## src/rtl/hex_pkg.sv

```systemverilog
//------------------------------------------------------------------------------
// Module   : hex_pkg
// Brief    : Shared constants, FSM state encoding and the nibble-to-ASCII helper
//            for the Intel HEX record emitter.
// Revision : 1.0 - initial release
//------------------------------------------------------------------------------
`default_nettype none

package hex_pkg;

    // Intel HEX record types
    localparam logic [7:0] REC_DATA    = 8'h00;
    localparam logic [7:0] REC_EOF     = 8'h01;

    // ASCII framing characters
    localparam logic [7:0] ASCII_COLON = 8'h3A;
    localparam logic [7:0] ASCII_CR    = 8'h0D;
    localparam logic [7:0] ASCII_LF    = 8'h0A;

    typedef enum logic [3:0] {
        S_IDLE  = 4'd0,
        S_COLON = 4'd1,
        S_LEN   = 4'd2,
        S_ADDR  = 4'd3,
        S_TYPE  = 4'd4,
        S_FETCH = 4'd5,
        S_WAIT  = 4'd6,
        S_DATA  = 4'd7,
        S_CSUM  = 4'd8,
        S_EOL   = 4'd9,
        S_EOF   = 4'd10,
        S_DONE  = 4'd11
    } state_t;

    // 0-9 -> '0'-'9', 10-15 -> 'A'-'F' (upper case)
    function automatic logic [7:0] nib2ascii(input logic [3:0] nib);
        if (nib < 4'd10) begin
            return {4'h3, nib};
        end else begin
            return 8'h37 + {4'h0, nib};
        end
    endfunction

endpackage

`default_nettype wire

```

## src/rtl/hex_record_emitter_if.sv

```systemverilog
//------------------------------------------------------------------------------
// Module   : hex_record_emitter_if
// Brief    : ROM byte-read port plus the outbound character stream
//            (valid/ready) of the HEX record emitter.
//            master = emitter side, slave = ROM / byte sink side.
// Revision : 1.0 - initial release
//------------------------------------------------------------------------------
`default_nettype none

interface hex_record_emitter_if #(
    parameter int ADDR_W = 15
);
    logic [ADDR_W-1:0] rd_addr;
    logic              rd_en;
    logic [7:0]        rd_data;
    logic              out_valid;
    logic [7:0]        out_data;
    logic              out_ready;

    modport master (
        output rd_addr, rd_en, out_valid, out_data,
        input  rd_data, out_ready
    );

    modport slave (
        input  rd_addr, rd_en, out_valid, out_data,
        output rd_data, out_ready
    );
endinterface

`default_nettype wire

```

## src/rtl/hex_nibble_tx.sv

```systemverilog
//------------------------------------------------------------------------------
// Module   : hex_nibble_tx
// Brief    : Sends one loaded value over a valid/ready character stream,
//            either as two upper-case hex digits (high nibble first) or,
//            with single=1, as one raw character. done pulses one cycle
//            after the last character of the item is accepted.
// Revision : 1.0 - initial release
//------------------------------------------------------------------------------
`default_nettype none

module hex_nibble_tx (
    input  logic       clk_sys,
    input  logic       reset_n,
    input  logic       load,
    input  logic       single,
    input  logic [7:0] value,
    input  logic       out_ready,
    output logic       out_valid,
    output logic [7:0] out_data,
    output logic       done
);
    import hex_pkg::*;

    logic       r_valid;
    logic [7:0] r_data;
    logic [3:0] r_lo;
    logic       r_second;
    logic       r_done;

    // Character register: held stable until accepted, next character the cycle after
    always_ff @(posedge clk_sys or negedge reset_n) begin
        if (!reset_n) begin
            r_valid  <= 1'b0;
            r_data   <= 8'h00;
            r_lo     <= 4'h0;
            r_second <= 1'b0;
            r_done   <= 1'b0;
        end else begin
            r_done <= 1'b0;
            if (load) begin
                r_valid  <= 1'b1;
                r_data   <= single ? value : nib2ascii(value[7:4]);
                r_lo     <= value[3:0];
                r_second <= ~single;
            end else if (r_valid && out_ready) begin
                if (r_second) begin
                    r_data   <= nib2ascii(r_lo);
                    r_second <= 1'b0;
                end else begin
                    r_valid <= 1'b0;
                    r_done  <= 1'b1;
                end
            end
        end
    end

    assign out_valid = r_valid;
    assign out_data  = r_data;
    assign done      = r_done;

endmodule

`default_nettype wire

```

## src/rtl/hex_record_emitter.sv

```systemverilog
//------------------------------------------------------------------------------
// Module   : hex_record_emitter
// Brief    : Reads a ROM byte range and streams it out as an ASCII Intel HEX
//            image: type-00 data records followed by one EOF record.
//            Build option HEX_CRLF_EN: records end in CR LF (default LF only).
// Revision : 1.0 - initial release
//------------------------------------------------------------------------------
`default_nettype none

module hex_record_emitter #(
    parameter int BYTES_PER_REC = 16,
    parameter int ADDR_W        = 15
) (
    input  logic                clk_sys,
    input  logic                reset_n,
    input  logic                start,
    input  logic [ADDR_W-1:0]   base_addr,
    input  logic [ADDR_W:0]     length,
    output logic                busy,
    output logic                done,
    hex_record_emitter_if.master bus
);
    import hex_pkg::*;

    localparam logic [ADDR_W:0] C_SPAN     = (ADDR_W+1)'(1) << ADDR_W;
    localparam logic [ADDR_W:0] C_BPR      = (ADDR_W+1)'(BYTES_PER_REC);
`ifdef HEX_CRLF_EN
    localparam logic [2:0]      C_EOL_LAST = 3'd1;
    localparam logic [2:0]      C_EOF_LAST = 3'd7;
`else
    localparam logic [2:0]      C_EOL_LAST = 3'd0;
    localparam logic [2:0]      C_EOF_LAST = 3'd6;
`endif

    state_t            r_state;
    state_t            w_state_nxt;

    logic [ADDR_W-1:0] r_addr;
    logic [ADDR_W:0]   r_remaining;
    logic [7:0]        r_reclen;
    logic [7:0]        r_cnt;
    logic [7:0]        r_sum;
    logic [7:0]        r_byte;
    logic [2:0]        r_idx;
    logic              r_loaded;

    logic [ADDR_W:0]   w_room;
    logic [ADDR_W:0]   w_clamp_len;
    logic [7:0]        w_reclen;
    logic [15:0]       w_addr16;
    logic              w_emit;
    logic              w_load;
    logic              w_single;
    logic              w_last;
    logic [7:0]        w_val;
    logic              w_tx_done;

    // Bytes left before the top of the ROM; "base+length > span" is the same
    // as "length > room" and cannot overflow for any length input.
    assign w_room      = C_SPAN - {1'b0, base_addr};
    assign w_clamp_len = (length > w_room) ? w_room : length;
    assign w_reclen    = (r_remaining < C_BPR) ? r_remaining[7:0] : 8'(BYTES_PER_REC);
    assign w_addr16    = 16'(r_addr);

    // State register
    always_ff @(posedge clk_sys or negedge reset_n) begin
        if (!reset_n) begin
            r_state <= S_IDLE;
        end else begin
            r_state <= w_state_nxt;
        end
    end

    // Next state and the item each emitting state hands to the character sender
    always_comb begin
        w_state_nxt = r_state;
        w_emit      = 1'b1;
        w_single    = 1'b0;
        w_last      = 1'b1;
        w_val       = 8'h00;
        case (r_state)
            S_IDLE: begin
                w_emit = 1'b0;
                if (start) begin
                    w_state_nxt = (w_clamp_len == '0) ? S_EOF : S_COLON;
                end
            end
            S_COLON: begin
                w_val    = ASCII_COLON;
                w_single = 1'b1;
            end
            S_LEN:  w_val = r_reclen;
            S_ADDR: begin
                w_val  = r_idx[0] ? w_addr16[7:0] : w_addr16[15:8];
                w_last = (r_idx == 3'd1);
            end
            S_TYPE: w_val = REC_DATA;
            S_FETCH: begin
                w_emit      = 1'b0;
                w_state_nxt = S_WAIT;
            end
            S_WAIT: begin
                w_emit      = 1'b0;
                w_state_nxt = S_DATA;
            end
            S_DATA: w_val = r_byte;
            S_CSUM: w_val = 8'(~r_sum + 8'd1);
            S_EOL: begin
                w_single = 1'b1;
                w_last   = (r_idx == C_EOL_LAST);
`ifdef HEX_CRLF_EN
                w_val    = (r_idx == 3'd0) ? ASCII_CR : ASCII_LF;
`else
                w_val    = ASCII_LF;
`endif
            end
            S_EOF: begin
                w_last = (r_idx == C_EOF_LAST);
                case (r_idx)
                    3'd0: begin
                        w_val    = ASCII_COLON;
                        w_single = 1'b1;
                    end
                    3'd4:    w_val = REC_EOF;
                    3'd5:    w_val = 8'hFF;
`ifdef HEX_CRLF_EN
                    3'd6: begin
                        w_val    = ASCII_CR;
                        w_single = 1'b1;
                    end
                    3'd7: begin
                        w_val    = ASCII_LF;
                        w_single = 1'b1;
                    end
`else
                    3'd6: begin
                        w_val    = ASCII_LF;
                        w_single = 1'b1;
                    end
`endif
                    default: w_val = 8'h00;
                endcase
            end
            S_DONE: begin
                w_emit      = 1'b0;
                w_state_nxt = S_IDLE;
            end
            default: begin
                w_emit      = 1'b0;
                w_state_nxt = S_IDLE;
            end
        endcase

        if (w_emit && w_tx_done && w_last) begin
            case (r_state)
                S_COLON: w_state_nxt = S_LEN;
                S_LEN:   w_state_nxt = S_ADDR;
                S_ADDR:  w_state_nxt = S_TYPE;
                S_TYPE:  w_state_nxt = S_FETCH;
                S_DATA:  w_state_nxt = (r_cnt == 8'd1) ? S_CSUM : S_FETCH;
                S_CSUM:  w_state_nxt = S_EOL;
                S_EOL:   w_state_nxt = (r_remaining != '0) ? S_COLON : S_EOF;
                S_EOF:   w_state_nxt = S_DONE;
                default: w_state_nxt = S_IDLE;
            endcase
        end
    end

    // Each emitting item is loaded once; r_loaded blocks a reload until done
    assign w_load = w_emit && !r_loaded;

    // Record datapath: address, counters, checksum, fetched byte, item index
    always_ff @(posedge clk_sys or negedge reset_n) begin
        if (!reset_n) begin
            r_addr      <= '0;
            r_remaining <= '0;
            r_reclen    <= 8'h00;
            r_cnt       <= 8'h00;
            r_sum       <= 8'h00;
            r_byte      <= 8'h00;
            r_idx       <= 3'd0;
            r_loaded    <= 1'b0;
        end else begin
            if (r_state == S_IDLE && start) begin
                r_addr      <= base_addr;
                r_remaining <= w_clamp_len;
            end
            if (w_load) begin
                r_loaded <= 1'b1;
                if (r_state == S_COLON) begin
                    r_reclen <= w_reclen;
                    r_cnt    <= w_reclen;
                    r_sum    <= 8'h00;
                end else if (r_state == S_LEN || r_state == S_ADDR ||
                             r_state == S_TYPE || r_state == S_DATA) begin
                    r_sum <= r_sum + w_val;
                end
            end
            if (w_emit && w_tx_done) begin
                r_loaded <= 1'b0;
                r_idx    <= w_last ? 3'd0 : r_idx + 3'd1;
                if (r_state == S_DATA) begin
                    r_addr      <= r_addr + 1'b1;
                    r_remaining <= r_remaining - 1'b1;
                    r_cnt       <= r_cnt - 8'd1;
                end
            end
            if (r_state == S_WAIT) begin
                r_byte <= bus.rd_data;
            end
        end
    end

    hex_nibble_tx u_tx (
        .clk_sys   (clk_sys),
        .reset_n   (reset_n),
        .load      (w_load),
        .single    (w_single),
        .value     (w_val),
        .out_ready (bus.out_ready),
        .out_valid (bus.out_valid),
        .out_data  (bus.out_data),
        .done      (w_tx_done)
    );

    assign bus.rd_addr = r_addr;
    assign bus.rd_en   = (r_state == S_FETCH);
    assign busy        = (r_state != S_IDLE) && (r_state != S_DONE);
    assign done        = (r_state == S_DONE);

endmodule

`default_nettype wire

```

## src/flat_wrapper.sv

```systemverilog
// flat-port wrapper written by rule: the top's interface ports become plain ports
module hex_record_emitter_flat import hex_pkg::*;
#(
    parameter int BYTES_PER_REC = 16,
    parameter int ADDR_W        = 15
)
  (clk_sys, reset_n, start, base_addr, length, busy, done, bus_rd_addr, bus_rd_en, bus_out_valid, bus_out_data, bus_rd_data, bus_out_ready);
  hex_record_emitter_if #(.ADDR_W(ADDR_W)) bus_i ();
  input  logic clk_sys;
  input  logic reset_n;
  input  logic start;
  input  logic [ADDR_W-1:0] base_addr;
  input  logic [ADDR_W:0] length;
  output logic busy;
  output logic done;
  output wire logic [$bits(bus_i.rd_addr)-1:0] bus_rd_addr;
  output wire logic [$bits(bus_i.rd_en)-1:0] bus_rd_en;
  output wire logic [$bits(bus_i.out_valid)-1:0] bus_out_valid;
  output wire logic [$bits(bus_i.out_data)-1:0] bus_out_data;
  input wire logic [$bits(bus_i.rd_data)-1:0] bus_rd_data;
  input wire logic [$bits(bus_i.out_ready)-1:0] bus_out_ready;
  assign bus_rd_addr = bus_i.rd_addr;
  assign bus_rd_en = bus_i.rd_en;
  assign bus_out_valid = bus_i.out_valid;
  assign bus_out_data = bus_i.out_data;
  assign bus_i.rd_data = bus_rd_data;
  assign bus_i.out_ready = bus_out_ready;
  hex_record_emitter #(.BYTES_PER_REC(BYTES_PER_REC), .ADDR_W(ADDR_W)) u_core (.clk_sys(clk_sys), .reset_n(reset_n), .start(start), .base_addr(base_addr), .length(length), .busy(busy), .done(done), .bus(bus_i));
endmodule
```

## config.mk

```make
export PLATFORM = sky130hd
export DESIGN_NAME = hex_record_emitter_flat
export DESIGN_NICKNAME = d
export VERILOG_FILES = /design/src/rtl/hex_pkg.sv /design/src/rtl/hex_record_emitter_if.sv /design/src/rtl/hex_nibble_tx.sv /design/src/rtl/hex_record_emitter.sv /design/src/flat_wrapper.sv
export SDC_FILE = /design/constraint.sdc
export NUM_CORES = 1
export LEC_CHECK = 0
export ABC_AREA = 1
export BUFFER_PORTS_ARGS = -buffer_cell sky130_fd_sc_hd__buf_4
export CAP_MARGIN = 15
export CORE_MARGIN = 1
export CORE_UTILIZATION = 60
export DETAILED_ROUTE_END_ITERATION = 10
export PLACE_DENSITY = 0.81
export SKIP_LAST_GASP = 1
export SYNTH_ARGS = -nofsm -noshare
export SYNTH_HDL_FRONTEND = slang
export SYNTH_SLANG_ARGS = --single-unit
```

## constraint.sdc

```tcl
create_clock -name clk_sys -period 3.55 [get_ports clk_sys]
set_clock_uncertainty 0.05 [all_clocks]
set_input_delay 0.1775 -clock clk_sys [delete_from_list [all_inputs] [get_ports clk_sys]]
set_output_delay 0.1775 -clock clk_sys [all_outputs]
set_load 0.02 [all_outputs]
```

==> key figures, run 1 <==
Cells and area
  – Fillers: approximately 910
  – Area Growth Syn to Fin: 14.5%
  – Final nets: approximately 1100
  – Diodes inserted: 0
  – Share of cells above drive strength 1: approximately an eighth
  – Final design utilization: around 70%

Global routing
  – Tot GR Track Use: about a third
  – Initial antenna violation count: 0
  – Gr ovfl total: 0
  – First-pass GRT wire length: 28500 um
  – Largest net degree at the start of global routing: between 80 and 90
  – Vias in the first global route: slightly above 6000

Outcome
  – Status: complete, no violations

Clocking
  – # resized after CTS: 0
  – Buffer depth of the longest clock path: 2
  – CTS tree: done
  – Worst-skew pair later-pin latency: 0.37 ns
  – Num Clock Sinks: 86
  – Hold-fix buffer count after cts: 8
  – CTS root buf: clkbuf_8
  – Post-CTS setup buffers: 0
  – Num CTS Buffers: 9
  – H-Tree Depth: 3
  – Worst-path clk slew: 0.10 ns

Logic synthesis
  – Yosys cell types: 47
  – Post-synth design cell area: roughly 0.0065 sq mm
  – Most frequent cell after synthesis: nand2_1
  – Ys async rst share: 100%
  – Synth top area cells: dfrtp_1 33%, nand2_1 13%, inv_1 7.2%
  – Syn_nets: 1019
  – Top-area cell type share of the netlist area: about 33%
  – Top FF cell, synth: dfrtp_1
  – Register area share after synthesis: between 30 and 40%
  – #FFs+latches synth: 86
  – Synth cell count leaders: 225 x nand2_1, 124 x inv_1, 103 x nor2_1, 86 x dfrtp_1, 68 x o21ai_0
  – Area leader, netlist: dfrtp_1
  – Post-synth EDFFs: 0
  – Synth Warn #: 0
  – Synth Instances: 940
  – Synthesized area per cell: between 6 and 7 sq um

Floorplanning
  – Starting Density: between 60% and 70%
  – Die Wd: around 110 um
  – Core Area: a little over 0.01 sq mm
  – FP Rows: 37
  – Top Ports: 70
  – Die Y-Extent: ~110 um
  – Full die area: around 0.011 sq mm

Timing
  – Final Hold Fails: 0
  – Final min period: roughly 3.2 ns
  – Setup TNS: 0 ns
  – Setup WS post-layout: approximately 0.30 ns
  – Max Freq: 0.308 GHz
  – Slew @ Worst Pin: 0.738 ns
  – Rel. slew slack: between 50% and 60%
  – Slew Limit Fails: 0
  – Final setup viols: 0
  – Final period util: between 90% and 100%
  – RSZ-0062 raised after global routing: false

Power and ir drop
  – PnR Total Power: about 5500 uW
  – Leakage: about 0.0037 uW
  – VDD IR max: 0.000552 V
  – Pwr/cell area: around 740 mW/mm^2

Drt
  – Residual DRC: 0
  – Starting DRT DRC Count: approximately 450
  – Drt via density: ~5.5
  – Vias: 6403
  – Pre-antenna DRT Iters: 5
  – Drt total wl: approximately 17000 um
  – Final ANT Viol Nets: 0
  – Wire per inst: ~15 um

Critical path
  – Crit path kind: flip-flop to flip-flop
  – CP Capture Type: flip-flop
  – Crit Reg-Reg Startpoint: u_core.r_idx[1]
  – Worst-path maximum fanout: 4
  – CP startpoint: u_core.r_idx[1]
  – Startpoint Class: flip-flop
  – Worst EP required: 3.73 ns
  – Crit path DAT: between 3 and 4 ns

Worst hold path
  – Min-delay worst type: input pin to flip-flop
  – Hold_sp: base_addr[1]

Placed design
  – Post-DP HPWL: between 10000 and 15000 um
  – Placer Congestion: ~0.96
  – IO buf count: 69
  – Setup WS pre-CTS: roughly 0.37 ns

Run
  – Max-Cap Viols: 0
==> per-stage QoR <==
| step | std cells | instance area, sq um | hold slack (ns) |
|---|---|---|---|
| after floorplan | 940 | 6470 | -0.168 |
| after global placement | 1132 | 7100 | 0.331 |
| after detailed placement | 1132 | 7100 | 0.341 |
| after CTS | 1154 | 7370 | 0.00132 |
| after global routing | 1156 | 7400 | 0.0409 |
| final | 1156 | 7400 | 0.0360 |
==> cell type report <==
cell class	instances	area [sq um]	share of cell area [%]
timing repair buffer	89	711	9.60
tap	136	170	2.30
clock buffer	9	124	1.67
multi-input combinational	693	3670	49.5
inverter	138	518	7.00
sequential	86	2150	29.1
clock inverter	5	61.3	0.828
==> sequential cells by signal, summed over array words and instances (netlist names), 3 cells and up <==
name	count
u_core.r_byte	8
u_core.r_remaining	16
u_core.r_idx	3
u_core.r_cnt	8
u_core.bus.rd_addr	15
u_core.r_sum	8
u_core.u_tx.r_lo	4
u_core.r_reclen	8
u_core.u_tx.out_data	8
u_core.r_state	4
==> path summary, 6_finish.rpt <==
check | endpoint | slack, ns | cells after the start
setup / recovery | u_core.r_sum[7] | 0.30 | 18
hold / removal | u_core.bus.rd_addr[1] | 0.04 | 3
setup reg to reg | u_core.r_sum[7] | 0.30 | 18
hold reg to reg | u_core.r_byte[3] | 0.44 | 2
max in group asynchronous | u_core.r_state[3] | 2.68 | 3
min in group asynchronous | u_core.r_cnt[7] | 0.15 | 2
==> worst max-delay path, cell delays in order, from the launching register on <==
cell      delay, ns
dfrtp_1        0.40
inv_1          0.09
ha_1           0.18
inv_1          0.05
nor2_1         0.05
o21ai_0        0.35
inv_1          0.07
nor3_1         0.26
nand4_1        0.29
ha_1           0.37
nand3_1        0.08
nand2_1        0.08
a21oi_1        0.15
o21bai_1       0.11
nand2_1        0.09
nand2_1        0.06
a21oi_1        0.15
xor2_1         0.16
o22ai_1        0.08
==> where the power goes <==
group	total [uW]	switching (uW)	internal, uW	leakage (uW)
Combinational	3020	1860	1160	0.00259
Clock	686	366	320	0.0000838
Sequential	1780	410	1370	0.00106
Total	5490	2630	2850	0.00373
==> logic make-up after synthesis <==
kind of cell	synth area share, %
simple gates	29.7
compound gates	15.3
buf+inv	10.0
flops	33.3
fa+ha+maj	7.08
xor+xnor	4.60
==> layer usage <==
layer	track usage (%)	wire [um]	share of wire, %	up-vias
li1	-	-	-	3219
met1	41.7	7670	45	2938
met2	54.2	8070	47	211
met3	4.14	833	4.9	35
met4	12.2	441	2.6	0
met5	0	0	0	-
==> cell usage in the layout, fill, tap and decap left out, types with 4 or more instances in the layout <==
cell	synthesis	layout
a21oi_1	47	47
a31oi_1	13	13
a32oi_1	4	4
buf_4	5	79
clkbuf_8	0	9
dfrtp_1	86	86
dlygate4sd3_1	0	9
ha_1	35	35
inv_1	124	124
inv_2	14	14
nand2_1	225	225
nand2_2	9	9
nand3_1	56	56
nand3b_1	5	5
nand4_1	12	12
nor2_1	103	103
nor2_2	9	9
nor3_1	13	13
nor4_1	5	5
o21ai_0	68	68
o21ai_1	13	13
o22ai_1	13	13
xnor2_1	8	8
xor2_1	26	26
Note: power is estimated with default switching activity, not from simulation.
==> run 2: changes to the inputs <==
Settings changed: ABC_AREA 1 to 0, MAX_ROUTING_LAYER from default to met4.
==> run 2 against run 1 <==
Effect of this change:
- the run now ends with setup timing left
- fmax fell by 9.2%
- die area fell by 1.9%
- combinational power rose by 7.6%
- global-route usage rose by 4.6 points
- area after synthesis fell by 1.9%
- setup slack got worse by 0.33 ns
- synthesized cell count fell by 19%
- clock-buffer cell count rose by 1
- largest cell class unchanged
==> key figures, run 2 <==
Logic synthesis
  – Synth Warn #: 0 (unchanged)
  – Post-synth design cell area: 0.00634 sq mm (-1.9%)
  – Most frequent cell after synthesis: dfrtp_1
  – Synth cell count leaders: 86 x dfrtp_1, 82 x nand2_1, 64 x a21oi_1, 64 x nor2_1, 44 x o21ai_0
  – #FFs+latches synth: 86 (unchanged)
  – Synth Instances: 766 (-19%)
  – Syn_nets: 845 (-17%)
  – Top-area cell type share of the netlist area: 33.9% (+0.65 points)
  – Synthesized area per cell: 8.28 sq um (+20%)
  – Synth top area cells: dfrtp_1 34%, ha_1 6.9%, a21oi_1 5.0%
  – Yosys cell types: 67 (+43%)
  – Post-synth EDFFs: 0 (unchanged)
  – Register area share after synthesis: 33.9% (+0.65 points)
  – Top FF cell, synth: dfrtp_1
  – Ys async rst share: 100% (unchanged)
  – Area leader, netlist: dfrtp_1

Timing
  – Final Hold Fails: 0 (unchanged)
  – Rel. slew slack: 46.8% (-3.9 points)
  – Setup WS post-layout: -0.0276 ns (-0.328 ns)
  – Final setup viols: 2 (+2)
  – Slew @ Worst Pin: 0.795 ns (+0.0572 ns)
  – Max Freq: 0.280 GHz (-9.2%)
  – RSZ-0062 raised after global routing: true
  – Setup TNS: -0.0297 ns (-0.0297 ns)
  – Slew Limit Fails: 0 (unchanged)
  – Final min period: 3.58 ns (+0.328 ns)
  – Hold slack: 0.0468 ns (+0.0108 ns)
  – Final period util: 101% (+9.2 points)

Critical path
  – Worst EP required: 3.78 ns (+0.05 ns)
  – Worst-path maximum fanout: 4 (unchanged)
  – Startpoint Class: input pin
  – CP Capture Type: flip-flop
  – Crit path kind: input pin to flip-flop
  – Crit path DAT: 3.80 ns (+0.37 ns)

Global routing
  – Gr ovfl total: 0 (unchanged)
  – Initial antenna violation count: 0 (unchanged)
  – Layer carrying the most global-route usage: met2
  – Largest net degree at the start of global routing: 87 (unchanged)
  – Met3 GRT Util: 5.43% (+1.3 points)
  – GR Util met2: 60.5% (+6.3 points)
  – Tot GR Track Use: 36.6% (+4.6 points)
  – Grt met1 use: 44.5% (+2.8 points)
  – Vias in the first global route: 6338 (+3.6%)
  – First-pass GRT wire length: 31200 um (+9.4%)

Placed design
  – Placer Congestion: 0.961 (-0.34%)
  – Placed insts: 994 (-12%)
  – Post-DP HPWL: 14400 um (+11%)
  – IO buf count: 69 (unchanged)

Cells and area
  – Share of cells above drive strength 1: 22.6% (+9.5 points)
  – Final design utilization: 75.3% (+3.9 points)
  – Max FFs per register: 16 (unchanged)
  – Multi-input logic area: 0.00398 sq mm (+8.5%)
  – Most common cell after layout, fill and taps aside: buf_4
  – Largest Register: u_core.r_remaining
  – Most frequent cells in the layout: 128 x buf_4, 84 x dfrtp_1, 82 x nand2_1
  – Area Growth Syn to Fin: 22.0%
  – Diodes inserted: 0 (unchanged)
  – Fillers: 783 (-14%)
  – Final nets: 963 (-12%)
  – Final std cells w/o fill: 1025 (-11%)
  – Reg area: 0.00215 sq mm (+0.12%)

Floorplanning
  – Starting Density: 61.7% (-0.64 points)
  – Die Y-Extent: 105 um (-0.94%)
  – Full die area: 0.0110 sq mm (-1.9%)
  – Core Area: 0.0103 sq mm (-0.89%)
  – Die Wd: 105 um (-0.94%)
  – FP Rows: 37 (unchanged)
  – Top Ports: 70 (unchanged)

Drt
  – Starting DRT DRC Count: 619 (+36%)
  – Final ANT Viol Nets: 0 (unchanged)
  – Drt total wl: 18800 um (+10%)
  – Vias: 6567 (+2.6%)
  – Wire per inst: 18.3 um (+25%)
  – Residual DRC: 0 (unchanged)
  – Pre-antenna DRT Iters: 6 (+1)
  – Drt via density: 6.41 (+16%)

Clocking
  – CTS root buf: clkbuf_8
  – Num Clock Sinks: 86 (unchanged)
  – CTS tree: done
  – Worst-path clk slew: 0.09 ns (about the same)
  – Buffer depth of the longest clock path: 2 (unchanged)
  – Worst-skew pair later-pin latency: 0.37 ns (about the same)
  – H-Tree Depth: 3 (unchanged)
  – Num CTS Buffers: 9 (unchanged)

Power and ir drop
  – PnR Total Power: 5840 uW (+6.4%)
  – Leakage: 0.00342 uW (-8.3%)
  – Pwr/cell area: 755 mW/mm^2 (+1.8%)
  – VDD IR max: 0.000447 V (-19%)

Outcome
  – Status: finished with violations
  – Violated checks: setup timing

Run
  – Max-Cap Viols: 0 (unchanged)

Worst hold path
  – Min-delay worst type: input pin to flip-flop
-- run 2: changes by cell type in the layout (fill, tap and decap cells not counted), moves of 11 or more --
cell | before | now
nand2b_1 | 0 | 12
nand2_1 | 225 | 82
xor2_1 | 26 | 8
buf_4 | 79 | 128
o21ai_0 | 68 | 41
inv_1 | 124 | 39
mux2_2 | 0 | 20
nor2b_1 | 0 | 11
nor3_1 | 13 | 27
inv_2 | 14 | 0
nor2_1 | 103 | 64
nand3_1 | 56 | 22
a21oi_1 | 47 | 64
o21ai_1 | 13 | 2
-- run 2: worst max-delay path, cell delays in order --
cell	delay (ns)
buf_6	0.09
or4_4	0.52
or4_4	0.43
or4_4	0.44
xor2_2	0.17
inv_1	0.06
ha_1	0.29
nand4_1	0.13
or4_4	0.45
a21o_1	0.17
o211ai_1	0.10
o21ai_2	0.12
buf_4	0.15
mux2_4	0.29
a221oi_2	0.22
-- run 2: repair_timing --
| item | CTS | global route |
|---|---|---|
| hold buffers | 8 | 1 |
| buffers inserted | 3 | 2 |
| endpoints found under the hold margin | 19 | 1 |
| setup endpoints to repair | 12 | 20 |
| resized for setup | 4 | 14 |
| pin swaps | 1 | 5 |
-- run 2: metal layers --
metal	vias to the layer above	wire, um
li1	3044	-
met1	3107	7670
met2	344	9120
met3	72	1220
met4	0	773
met5	-	0
-- run 2: cells by family after synthesis --
| logic type | Yosys count | synth area share [%] |
|---|---|---|
| multiplexers | 30 | 5.15 |
| flip-flops | 86 | 33.9 |
| XOR/XNOR | 26 | 3.59 |
| AND/OR/NAND/NOR | 303 | 24.1 |
| adder cells (fa/ha/maj) | 36 | 7.22 |
| buffers and inverters | 74 | 4.59 |
| AO/OA/AOI/OAI | 211 | 21.5 |
-- run 2: path summary, 6_finish.rpt --
| kind | from | to | slack, ns | cells past startpoint |
|---|---|---|---|---|
| hold reg to reg | u_core.r_cnt[7] | u_core.r_cnt[7] | 0.44 | 1 |
| setup / recovery | base_addr[6] | u_core.r_remaining[15] | -0.03 | 15 |
| max in group asynchronous | reset_n | u_core.r_cnt[1] | 2.50 | 3 |
| min in group asynchronous | reset_n | u_core.r_byte[7] | 0.30 | 2 |
| setup reg to reg | u_core.r_state[0] | u_core.r_sum[7] | 0.26 | 12 |
| hold / removal | length[5] | u_core.r_remaining[5] | 0.05 | 2 |
-- run 2: report_power, final --
part / leakage [uW] / switching (uW) / internal [uW]
logic: 0.00229 / 1800 / 1450
clock network: 0.0000875 / 383 / 260
registers: 0.00105 / 556 / 1390
total: 0.00342 / 2740 / 3100
-- run 2: cell type report --
| type | count | area share, % |
|---|---|---|
| sequential | 86 | 27.8 |
| inverter | 39 | 1.89 |
| clock buffer | 10 | 1.65 |
| tap | 136 | 2.20 |
| timing repair buffer | 142 | 14.4 |
| clock inverter | 6 | 0.566 |
| multi-input combinational | 606 | 51.4 |
-- run 2: per-stage QoR --
step / cell area (sq um) / setup WS [ns]
after global placement: 7350 / -0.416
after CTS: 7640 / -0.0235
after floorplan: 6390 / -0.263
after detailed placement: 7350 / -0.463
final: 7740 / -0.0276
after global routing: 7740 / -0.182
==> run 3: changes to the inputs <==
Clock period 3.55 ns to 4.06 ns, I/O delays scaled along.
==> run 3 against run 2 <==
Effect of this change:
- non-clock buffer count down 41
- final area down 4.6%
- clock power up 1%
- via count down 3.1%
- register-to-register slack better by 0.06 ns
- critical path depth unchanged
- wire length down 1.4%
- sequential power down 11%
- the flow now finishes without violations
- critical endpoint unchanged
- highest routed layer unchanged
==> key figures, run 3 (synthesis results as in run 2) <==
Outcome
  – Status: complete, no violations

Timing
  – Final min period: around 3.9 ns
  – Final setup viols: 0 (-2)
  – Hold slack: 0.0119 ns (-0.0349 ns)
  – Max Freq: ~0.26 GHz
  – Rel. slew slack: 42.0% (-4.8 points)
  – Slew @ Worst Pin: 0.862 ns (+0.0661 ns)
  – Final Hold Fails: 0 (unchanged)
  – RSZ-0062 raised after global routing: false
  – Slew Limit Fails: 0 (unchanged)
  – Final period util: between 90% and 100%

Power and ir drop
  – Leakage: 0.00323 uW (-5.6%)
  – Pwr/cell area: 684 mW/mm^2 (-9.4%)
  – PnR Total Power: 5050 uW (-14%)
  – VDD IR max: 0.000410 V (-8.1%)

Placed design
  – Post-DP HPWL: 14000 um (-2.5%)
  – Placer Congestion: 0.962 (about the same)
  – IO buf count: 69 (unchanged)
  – Post-DP Area: 0.00713 sq mm (-2.9%)

Cells and area
  – Most common cell after layout, fill and taps aside: buf_4
  – Largest Register: u_core.r_remaining
  – Share of cells above drive strength 1: 18.2% (-4.4 points)
  – Max FFs per register: 16 (unchanged)
  – Diodes inserted: 0 (unchanged)
  – Fillers: 801 (+2.3%)
  – Layout Cell Area excl Fill: 0.00738 sq mm (-4.6%)
  – Area Growth Syn to Fin: 16.3%
  – Most frequent cells in the layout: 98 x buf_4, 86 x dfrtp_1, 82 x nand2_1
  – Final nets: 922 (-4.3%)

Clocking
  – CTS root buf: clkbuf_8
  – H-Tree Depth: 3 (unchanged)
  – # resized after CTS: 0 (-4)
  – Num CTS Buffers: 9 (unchanged)
  – Num Clock Sinks: 86 (unchanged)
  – Buffer depth of the longest clock path: 2 (unchanged)
  – Post-CTS setup buffers: 0 (-3)
  – Worst-path clk slew: 0.09 ns (about the same)
  – CTS tree: done
  – Worst-skew pair later-pin latency: 0.38 ns (about the same)

Critical path
  – Crit-path cells: buf_4, or4_4, or4_4, or4_4, xor2_2, inv_1, ha_1, nand4_1, or4_1, a21o_1, o211ai_1, o21ai_1, buf_12, mux2_2, a221oi_1
  – Worst EP required: 4.28 ns (+0.50 ns)
  – Crit path largest cell delay: 0.57 ns (+0.05 ns)
  – Largest delay contributor family on the critical path: simple AND/OR/NAND/NOR gates
  – CP Buf/Inv Count: 3 (unchanged)
  – Worst-path maximum fanout: 16 (+12)
  – Master of the slowest instance on the critical path: or4_1
  – Crit path DAT: 4.08 ns (+0.28 ns)
  – Startpoint Class: input pin
  – Crit path kind: input pin to flip-flop
  – Most used cell, CP: or4_4
  – CP Capture Type: flip-flop
  – CP startpoint: base_addr[6]
  – Crit Reg-Reg Startpoint: u_core.r_state[1]

Drt
  – Residual DRC: 0 (unchanged)
  – Drt via density: 6.47 (+0.95%)
  – Pre-antenna DRT Iters: 5 (-1)
  – Wire per inst: 18.8 um (+2.7%)
  – Starting DRT DRC Count: 580 (-6.3%)
  – Final ANT Viol Nets: 0 (unchanged)
  – Drt total wl: 18500 um (-1.4%)
  – Vias: 6364 (-3.1%)

Floorplanning
  – Core Area: 0.0103 sq mm (unchanged)
  – FP Rows: 37 (unchanged)
  – Top Ports: 70 (unchanged)
  – Starting Density: 61.7% (unchanged)
  – Full die area: 0.0110 sq mm (unchanged)
  – Die Y-Extent: 105 um (unchanged)
  – Die Wd: 105 um (unchanged)

Global routing
  – Gr ovfl total: 0 (unchanged)
  – Vias in the first global route: 6042 (-4.7%)
  – Tot GR Track Use: 36.0% (-0.59 points)
  – Largest net degree at the start of global routing: 87 (unchanged)
  – Initial antenna violation count: 0 (unchanged)
  – First-pass GRT wire length: 30400 um (-2.6%)

Worst hold path
  – Hold_sp: bus_rd_data[7]
  – Min-delay worst type: input pin to flip-flop

Run
  – Max-Cap Viols: 0 (unchanged)
## run 3: stage by stage
stage	util, %	worst slack [ns]	setup TNS (ns)	instances
6_report	71.8	0.195	0	984
5_1_grt	71.8	0.0233	0	984
4_1_cts	71.5	0.199	0	982
3_5_place_dp	69.4	-0.181	-1.34	966
3_3_place_gp	69.4	-0.0661	-0.190	966
2_1_floorplan	-	0.0143	0	766
## run 3: final timing paths
| kind | end | slack [ns] | cells past startpoint |
|---|---|---|---|
| setup / recovery | u_core.r_remaining[15] | 0.19 | 15 |
| hold / removal | u_core.r_byte[7] | 0.01 | 2 |
| setup reg to reg | u_core.r_sum[6] | 0.32 | 12 |
| hold reg to reg | u_core.r_cnt[7] | 0.46 | 1 |
| max in group asynchronous | u_core.r_remaining[0] | 3.03 | 3 |
| min in group asynchronous | u_core.r_byte[3] | 0.29 | 2 |
## run 3: cell type report
class | instances | area, sq um | share of cell area [%]
clock inverters | 4 | 55.1 | 0.746
inverters | 39 | 146 | 1.98
repair buffers | 101 | 793 | 10.7
multi-input cells | 606 | 3910 | 53.0
flip-flops and latches | 86 | 2150 | 29.2
well taps | 136 | 170 | 2.31
clock buffers | 12 | 155 | 2.10
## run 3: power breakdown
| group | total, uW | internal (uW) | switching [uW] |
|---|---|---|---|
| logic | 2670 | 1170 | 1500 |
| registers | 1730 | 1210 | 514 |
| clock network | 650 | 321 | 330 |
| total | 5050 | 2700 | 2350 |
## run 3: layer usage
layer / vias to the layer above / global-route usage (%) / wire length [um]
li1: 2970 / - / -
met1: 3045 / 44.9 / 7780
met2: 298 / 58.9 / 8960
met3: 51 / 3.56 / 1080
met4: 0 / 17.4 / 712
met5: - / - / 0
## run 3: repair_timing
| action | 4_1_cts | 5_1_grt |
|---|---|---|
| hold buffers | 0 | 1 |
| setup endpoints to repair | 0 | 0 |
| endpoints found under the hold margin | 0 | 38 |
